===== config.mk =====
export PLATFORM = sky130hd
export DESIGN_NAME = axi_stream_insert_header_bp
export DESIGN_NICKNAME = d
export VERILOG_FILES = /design/src/rtl/axi_stream_insert_header_bp.sv
export SDC_FILE = /design/constraint.sdc
export NUM_CORES = 1
export LEC_CHECK = 0
export CAP_MARGIN = 10
export CORE_AREA = 2 2 108 110
export DETAILED_ROUTE_END_ITERATION = 10
export DIE_AREA = 0 0 110 112
export HOLD_SLACK_MARGIN = 0.08
export PLACE_DENSITY = 0.86
export SETUP_SLACK_MARGIN = 0.5
export SLEW_MARGIN = 30
export SYNTH_ARGS = -nofsm -noshare
export SYNTH_HDL_FRONTEND = slang
export SYNTH_SLANG_ARGS = --single-unit

===== constraint.sdc =====
create_clock -name clk -period 4.7 [get_ports clk]
set_input_delay 0.94 -clock clk [delete_from_list [all_inputs] [get_ports clk]]
set_output_delay 0.94 -clock clk [all_outputs]
set_load 0.1 [all_outputs]

===== src/rtl/axi_stream_insert_header_bp.sv =====
// axi_stream_insert_header_bp: prepends a variable-length header to an AXI-Stream packet with full backpressure
module axi_stream_insert_header_bp #(
  parameter int DATA_WD = 32,
  parameter int DATA_BYTE_WD = DATA_WD / 8,
  parameter bit HDR_ALLOW_EMPTY = 1'b1
) (
  input  logic                    clk,
  input  logic                    rst_n,
  input  logic                    valid_in,
  input  logic [DATA_WD-1:0]      data_in,
  input  logic [DATA_BYTE_WD-1:0] keep_in,
  input  logic                    last_in,
  output logic                    ready_in,
  output logic                    valid_out,
  output logic [DATA_WD-1:0]      data_out,
  output logic [DATA_BYTE_WD-1:0] keep_out,
  output logic                    last_out,
  input  logic                    ready_out,
  input  logic                    valid_insert,
  input  logic [DATA_WD-1:0]      header_insert,
  input  logic [DATA_BYTE_WD-1:0] keep_insert,
  output logic                    ready_insert,
  output logic                    pkt_done
);
  localparam int CW = $clog2(DATA_BYTE_WD) + 1;
  localparam int SW = $clog2(DATA_BYTE_WD) + 2;
  localparam int BW = $clog2(DATA_WD) + 1;

  typedef enum logic [1:0] {IDLE, HDR, STREAM, TAIL} state_t;

  function automatic logic [CW-1:0] popcnt(input logic [DATA_BYTE_WD-1:0] k);
    popcnt = '0;
    for (int i = 0; i < DATA_BYTE_WD; i++) popcnt = popcnt + CW'(k[i]);
  endfunction

  function automatic logic [DATA_BYTE_WD-1:0] top_keep(input logic [SW-1:0] n);
    top_keep = ~({DATA_BYTE_WD{1'b1}} >> n);
  endfunction

  function automatic logic [DATA_BYTE_WD-1:0] low_keep(input logic [CW-1:0] n);
    low_keep = ~({DATA_BYTE_WD{1'b1}} << n);
  endfunction

  function automatic logic [DATA_WD-1:0] lane_mask(input logic [DATA_BYTE_WD-1:0] k);
    for (int i = 0; i < DATA_BYTE_WD; i++) lane_mask[i*8 +: 8] = {8{k[i]}};
  endfunction

  state_t state_q, state_d;
  logic [CW-1:0] h_q, h_d, hdr_h, in_cnt;
  logic [SW-1:0] total;
  logic [BW-1:0] lo_sh, hi_sh;
  logic [DATA_WD-1:0] r_q, r_d, data_q, data_d, merged;
  logic [DATA_BYTE_WD-1:0] keep_q, keep_d;
  logic valid_q, valid_d, last_q, last_d, arm_q, arm_d;
  logic out_free, hdr_fire, in_fire;

  // Handshakes and the byte-alignment datapath: residual bytes on top, fresh input bytes below
  always_comb begin
    out_free = !valid_q || ready_out;
    ready_insert = arm_q && state_q == IDLE;
    ready_in = (state_q == HDR || state_q == STREAM) && out_free;
    hdr_fire = valid_insert && ready_insert;
    in_fire = valid_in && ready_in;
    hdr_h = popcnt(keep_insert);
    in_cnt = popcnt(keep_in);
    total = SW'(h_q) + SW'(in_cnt);
    lo_sh = BW'(h_q) << 3;
    hi_sh = BW'(DATA_BYTE_WD - int'(h_q)) << 3;
    merged = (r_q << hi_sh) | (data_in >> lo_sh);
  end

  // Next state, residual bookkeeping and output register load; the register holds while stalled
  always_comb begin
    state_d = state_q;
    h_d = h_q;
    r_d = r_q;
    valid_d = valid_q && !ready_out;
    data_d = data_q;
    keep_d = keep_q;
    last_d = last_q;
    arm_d = 1'b1;
    case (state_q)
      IDLE: begin
        if (hdr_fire && (hdr_h != '0 || HDR_ALLOW_EMPTY)) begin
          state_d = HDR;
          h_d = hdr_h;
          r_d = header_insert & lane_mask(low_keep(hdr_h));
        end
      end
      HDR, STREAM: begin
        if (in_fire) begin
          valid_d = 1'b1;
          if (!last_in) begin
            data_d = merged;
            keep_d = '1;
            last_d = 1'b0;
            r_d = data_in & lane_mask(low_keep(h_q));
            state_d = STREAM;
          end else if (total <= SW'(DATA_BYTE_WD)) begin
            data_d = merged & lane_mask(top_keep(total));
            keep_d = top_keep(total);
            last_d = 1'b1;
            h_d = '0;
            r_d = '0;
            state_d = IDLE;
          end else begin
            data_d = merged;
            keep_d = '1;
            last_d = 1'b0;
            h_d = CW'(total - SW'(DATA_BYTE_WD));
            r_d = (data_in << hi_sh) & lane_mask(top_keep(total - SW'(DATA_BYTE_WD)));
            state_d = TAIL;
          end
        end
      end
      TAIL: begin
        if (out_free) begin
          valid_d = 1'b1;
          data_d = r_q;
          keep_d = top_keep(SW'(h_q));
          last_d = 1'b1;
          h_d = '0;
          r_d = '0;
          state_d = IDLE;
        end
      end
      default: state_d = IDLE;
    endcase
  end

  // State and output registers, cleared asynchronously
  always_ff @(posedge clk or negedge rst_n) begin
    if (!rst_n) begin
      state_q <= IDLE;
      h_q <= '0;
      r_q <= '0;
      valid_q <= 1'b0;
      data_q <= '0;
      keep_q <= '0;
      last_q <= 1'b0;
      arm_q <= 1'b0;
    end else begin
      state_q <= state_d;
      h_q <= h_d;
      r_q <= r_d;
      valid_q <= valid_d;
      data_q <= data_d;
      keep_q <= keep_d;
      last_q <= last_d;
      arm_q <= arm_d;
    end
  end

  assign valid_out = valid_q;
  assign data_out = data_q;
  assign keep_out = keep_q;
  assign last_out = last_q;
  assign pkt_done = valid_q && ready_out && last_q;
endmodule


---- Yosys cells after proc, flatten, opt, wreduce, memory -nomap -nowiden ----
Index checks and enable logic that the tools add are counted.
cells by class
  bitwise gates (word level) .............. 10
  add/subtract/negate cells ............... 9
  shift-type cells ........................ 8
  muxes and demuxes ....................... 36
  $lt $le $gt $ge ......................... 1
  equality and inequality tests ........... 7
  reduce and logical (&&, ||, !) cells .... 17
operators with widths
  cell                   number
  $mux W32               9
  $and A32 B32 Y32       4
  $pmux W32 S3           1
  $pmux W32 S2           1
  $shl A32 B6 Y32        2
  $or A32 B32 Y32        1
  $shr A32 B6 Y32        1
  $not A4 Y4             5
  $mux W4                4
  $mux W3                5
  $mux W2                5
  $pmux W3 S3            1
  $ne A2 B2 Y1 const B   4
  $pmux W4 S2            1
  $shl A4 B3 Y4 const A  2
  $shr A4 B4 Y4 const A  2
  $logic_and A1 B1 Y1    7
  $add A2 B1 Y3          2
  $add A3 B1 Y3          2
  $mux W1                6
  $pmux W2 S3            1
  $reduce_and A3 Y1      2
  $add A1 B1 Y2          2
  $add A3 B3 Y4          1
  other kinds (13)       17
word-level totals
  output and inout bits ................... 41
  bits of input ports ..................... 78
  logic and storage cells ................. 96
  bits in registers ....................... 76

---- Longest topological paths before layout ----
  depth after elaboration ................. 12
  gate-level depth with buffers ........... 16
  gate-level depth less buffers ........... 13

---- Worst setup path before layout ----
No wires, ideal clock.
  kind .................................... input port to flip-flop
  start ................................... input keep_in[0]
  end ..................................... register r_q[10]
  setup slack ............................. 0.721 ns
  library setup time ...................... 0.126 ns
  path buffers ............................ 1
  arrival time ............................ 3.853 ns
  stages .................................. 14
  required time ........................... 4.574 ns
  path through ............................ fa_1 > inv_1 > fa_1 > inv_1 > fa_1 > xnor2_1 > inv_1 > ha_1 > or2_1 > o2111ai_2 > nor3_1 > and3_1 > buf_2 > a221o_1
between the ends
  longest elaborated chain between the ends .. 12
  elaborated cells on any way between the ends .. 13
  classes of those cells .................. add/sub (5); order compare (1); shift (1); mux (4); bitwise (2)
ends and longest elaborated chain
  item                  RTL line  text
  from (decl)           11        input logic [DATA_BYTE_WD-1:0] keep_in,
  $add A1 B1 Y2 *       33        for (int i = 0; i < DATA_BYTE_WD; i++) popcnt = popcnt + CW'(k[i]);
  $add A2 B1 Y3 *       33
  $add A3 B1 Y3 *       33
  $add A3 B3 Y4 *       66        total = SW'(h_q) + SW'(in_cnt);
  $sub A4 B3 Y4         111       r_d = (data_in << hi_sh) & lane_mask(top_keep(total - SW'(DATA_BYTE_WD)));
  $shr A4 B4 Y4         37        top_keep = ~({DATA_BYTE_WD{1'b1}} >> n);
  $not A4 Y4            37
  $and A32 B32 Y32      111
  $mux W32 *            99        end else if (total <= SW'(DATA_BYTE_WD)) begin
  $mux W32 *            93        if (!last_in) begin
  $mux W32 *            91        if (in_fire) begin
  $pmux W32 S3 *        82        case (state_q)
  to (signal assigned)  145       r_q <= r_d;
  to (decl)             52        logic [DATA_WD-1:0] r_q, r_d, data_q, data_d, merged;
Every way passes the cells marked *; elsewhere a longest branch is shown, timed or not. The select of a mux whose other input is x is not followed.
A chain may end at the register's enable or synchronous reset.

---- Worst setup path in the final report ----
  start ................................... input keep_in[0]
  end ..................................... register r_q[1]
The elaborated chain is that of the path after synthesis.

==> run metrics <==
type of the worst min-delay path reg -> reg; core outline area 11,200 µm²; number of synthesized flops with an enable pin 0; total standard cell area after synthesis 5680 µm²; transition time at the pin with the least slew margin 0.981 ns; 1st-iter DRT viols 664; critical path class in -> reg; flip-flop cell with the highest count after synthesis dfrtp_1; ports placed on the boundary between 100 and 150; routed via count divided by cell count 6.59; wire length of the first global-routing pass around 32,000 µm; Required @ worst endpoint approximately 5 ns; count of endpoints failing setup in the final report 0; TritonCTS clock tree done; share of synthesized registers carrying an async set or reset between 90% and 100%; number of antenna violations at the first check in global routing 0; number of input and output port buffers inserted 118; overall fraction of global-route tracks in use roughly 34%; worst-case register-to-register setup slack 1.02 ns; total of hold buffers inserted after clock tree synthesis 0; deepest level of the CTS H-tree 3; fill count roughly 950; setup_tns 0 ns; final critical-path required period between 4 and 5 ns; sort of element at the end of the critical path flop; fraction of synthesized cell area taken by the top area cell type between 30% and 40%; crit-path max cell delay around 0.54 ns; total grt overflow 0; Num Clock Sinks between 70 and 80; sequential-to-total area share from yosys stat between 30% and 40%; Critical Path Start Type primary input; WL final a little over 20,000 µm; vias in the first global route a little under 6,000; P&R area growth vs syn 28.4%; Final Wtd Congestion about 1; antenna diode count 0; mean area per synthesized cell 8.64 µm²; Final WS setup 0.661 ns; initial standard-cell utilization of the core a little over 50%; ratio of final minimum period to clock period a little under nine tenths; Die Height roughly 110 µm; highest net fanout along the worst path 8; Post-Place Setup Slack about 0.026 ns; Max clock buf depth 2; slowest library cell on the worst path fa_1; worst-case reg-to-reg path depth 6; width of the die 110 µm; number of cells on the worst hold path 2; slew margin rel. between 30% and 40%; Initial DRT Pass Iterations 5; largest net degree at the start of global routing 74; number of hold violations in the final report 0; status completed; number of placement rows 39; Synth Instances between 600 and 700; clock network latency to the later pin of the worst-skew pair around 0.34 ns; Worst Hold Path EP keep_out[0]; number of nets in the final layout ~850; routed wirelength normalized by instance count around 23 µm; fmax about 0.25 GHz; HPWL after detailed placement 15,400 µm; worst endpoint data arrival time around 4.3 ns; area enclosed by the die boundary about 12,000 µm²; largest cells by area after synthesis dfrtp_1 33%, mux2i_1 9.0%, nand2_1 5.3%; clock tree root buffer cell clkbuf_16; cells along the critical path clkdlybuf4s50_1 > fa_1 > inv_1 > fa_2 > inv_2 > fa_2 > xnor2_2 > inv_1 > ha_2 > or2_4 > o2111ai_2 > buf_4 > o32a_1 > nor2_4 > a221o_1; Yosys top cell by area dfrtp_1; clock edge transition at the registers on the reported setup and hold paths around 0.06 ns; cell type group with the largest total delay on the critical path adder cells; number of nets produced by synthesis 750; DRC violations left 0; Synth warnings 0; number of slew-limit violations in the final report 0; total vias in the final route 5,956; antenna violation net count after detailed routing 0; Worst Path Buf+Inv 5; fraction of final layout cells sized beyond drive strength 1 10.4%; MaxCap Viol Count 0; flip-flop and latch count after synthesis 76; distinct cell type count after synthesis 69; unrepaired setup endpoints after global routing no; startpoint of the worst hold path keep_out[0]; RR Endpoint data_out[22]; worst clock skew between 0.005 and 0.006 ns; Reg2Reg Launch Point h_q[2]; TritonCTS Buffers 9
-- cell families after synthesis --
family                   after synthesis  share of synthesized area, %
buffers and inverters                 84                          6.38
multiplexers                          66                          12.3
flip-flops                            76                          33.5
other                                  1                        0.0660
AO/OA/AOI/OAI                        196                          25.3
AND/OR/NAND/NOR                      219                          18.5
adder cells (fa/ha/maj)               15                          3.79
XOR/XNOR                               1                         0.154
-- state kept, by name, summed over array words and instances, names as in the netlist --
signal and count:
state_q 2, last_out 1, h_q 3, valid_out 1, arm_q 1, keep_out 4
data_out 32, r_q 32
-- metal layers --
| layer | part of all wire [%] | up-vias | track usage, % |
|---|---|---|---|
| li1 | - | 2650 | - |
| met5 | 0 | - | 0 |
| met1 | 41 | 2801 | 47.9 |
| met4 | 3.1 | 0 | 13.0 |
| met2 | 44 | 450 | 49.7 |
| met3 | 12 | 55 | 9.31 |
-- per-stage QoR --
stage,area (µm²),std cells,hold WS (ns),util [%]
2_1_floorplan,5680,658,0.490,-
3_3_place_gp,6920,885,0.454,62.0
3_5_place_dp,6920,885,0.470,62.0
4_1_cts,7270,903,0.483,65.0
5_1_grt,7300,904,0.508,65.3
6_report,7300,904,0.493,65.3
-- timing repair --
action | 4_1_cts | 5_1_grt
buffers inserted | 2 | 1
setup endpoints to repair | 10 | 24
pin swaps | 2 | 4
hold endpoints to repair | 0 | 0
gates resized for setup | 3 | 7
-- final cells by class --
| type | count | area, µm² | area share, % |
|---|---|---|---|
| clock buffers | 12 | 246 | 3.38 |
| clock inverters | 4 | 72.6 | 0.995 |
| inverters | 34 | 128 | 1.75 |
| multi-input cells | 498 | 3450 | 47.3 |
| flip-flops and latches | 76 | 1900 | 26.1 |
| well taps | 143 | 179 | 2.45 |
| repair buffers | 137 | 1310 | 18.0 |
-- worst reg2reg max path: stages (launching register included) --
cell      delay, ns
dfrtp_1        0.82
clkinv_1       0.52
ha_1           0.95
nand2b_1       0.38
nor2_1         0.55
a21oi_1        0.19
o22ai_1        0.19
-- cell usage in the layout, fill, tap and decap left out, drive strengths merged, types with 23 or more instances in the layout --
| master | synthesis | layout |
|---|---|---|
| nor2 | 54 | 54 |
| inv | 33 | 33 |
| clkdlybuf4s50 | 0 | 115 |
| a221o | 23 | 23 |
| nand2 | 81 | 81 |
| mux2i | 51 | 51 |
| nand4 | 26 | 26 |
| o21ai | 29 | 29 |
| a21oi | 46 | 46 |
| dfrtp | 76 | 76 |
-- how the worst max path moves through the flow --
stage               startpoint      end  depth (start not counted)
finish              keep_in[0]   r_q[1]                         15
global route        keep_in[1]   r_q[1]                         15
CTS                 keep_in[0]  r_q[14]                         14
detailed placement  keep_in[0]   r_q[8]                         14
global placement    keep_in[0]  r_q[12]                         14
floorplan           keep_in[0]  r_q[10]                         14
-- cells in the mapped netlist (3+ instances only) --
| cell type | count |
|---|---|
| clkbuf_1 | 20 |
| nor3_1 | 4 |
| a21oi_1 | 45 |
| nor2_1 | 52 |
| o21a_1 | 3 |
| nand3_1 | 11 |
| buf_1 | 4 |
| dfrtp_1 | 76 |
| fa_1 | 4 |
| inv_1 | 33 |
| and3_1 | 11 |
| nand2b_1 | 8 |
| nand4_1 | 26 |
| o31ai_1 | 3 |
| buf_2 | 22 |
| mux2_2 | 13 |
| a221o_1 | 23 |
| mux2i_1 | 51 |
| a221oi_1 | 15 |
| nand2_1 | 81 |
| and2_1 | 3 |
| a32oi_1 | 7 |
| ha_1 | 10 |
| o21ai_0 | 27 |
| a22oi_1 | 18 |
| o221ai_1 | 7 |
| o22ai_1 | 22 |
| or2_2 | 3 |
| nor2b_1 | 7 |
Power is left out: the tool's default activity adds up to more than one toggle a clock period on the data nets, which glitch-free logic cannot reach.
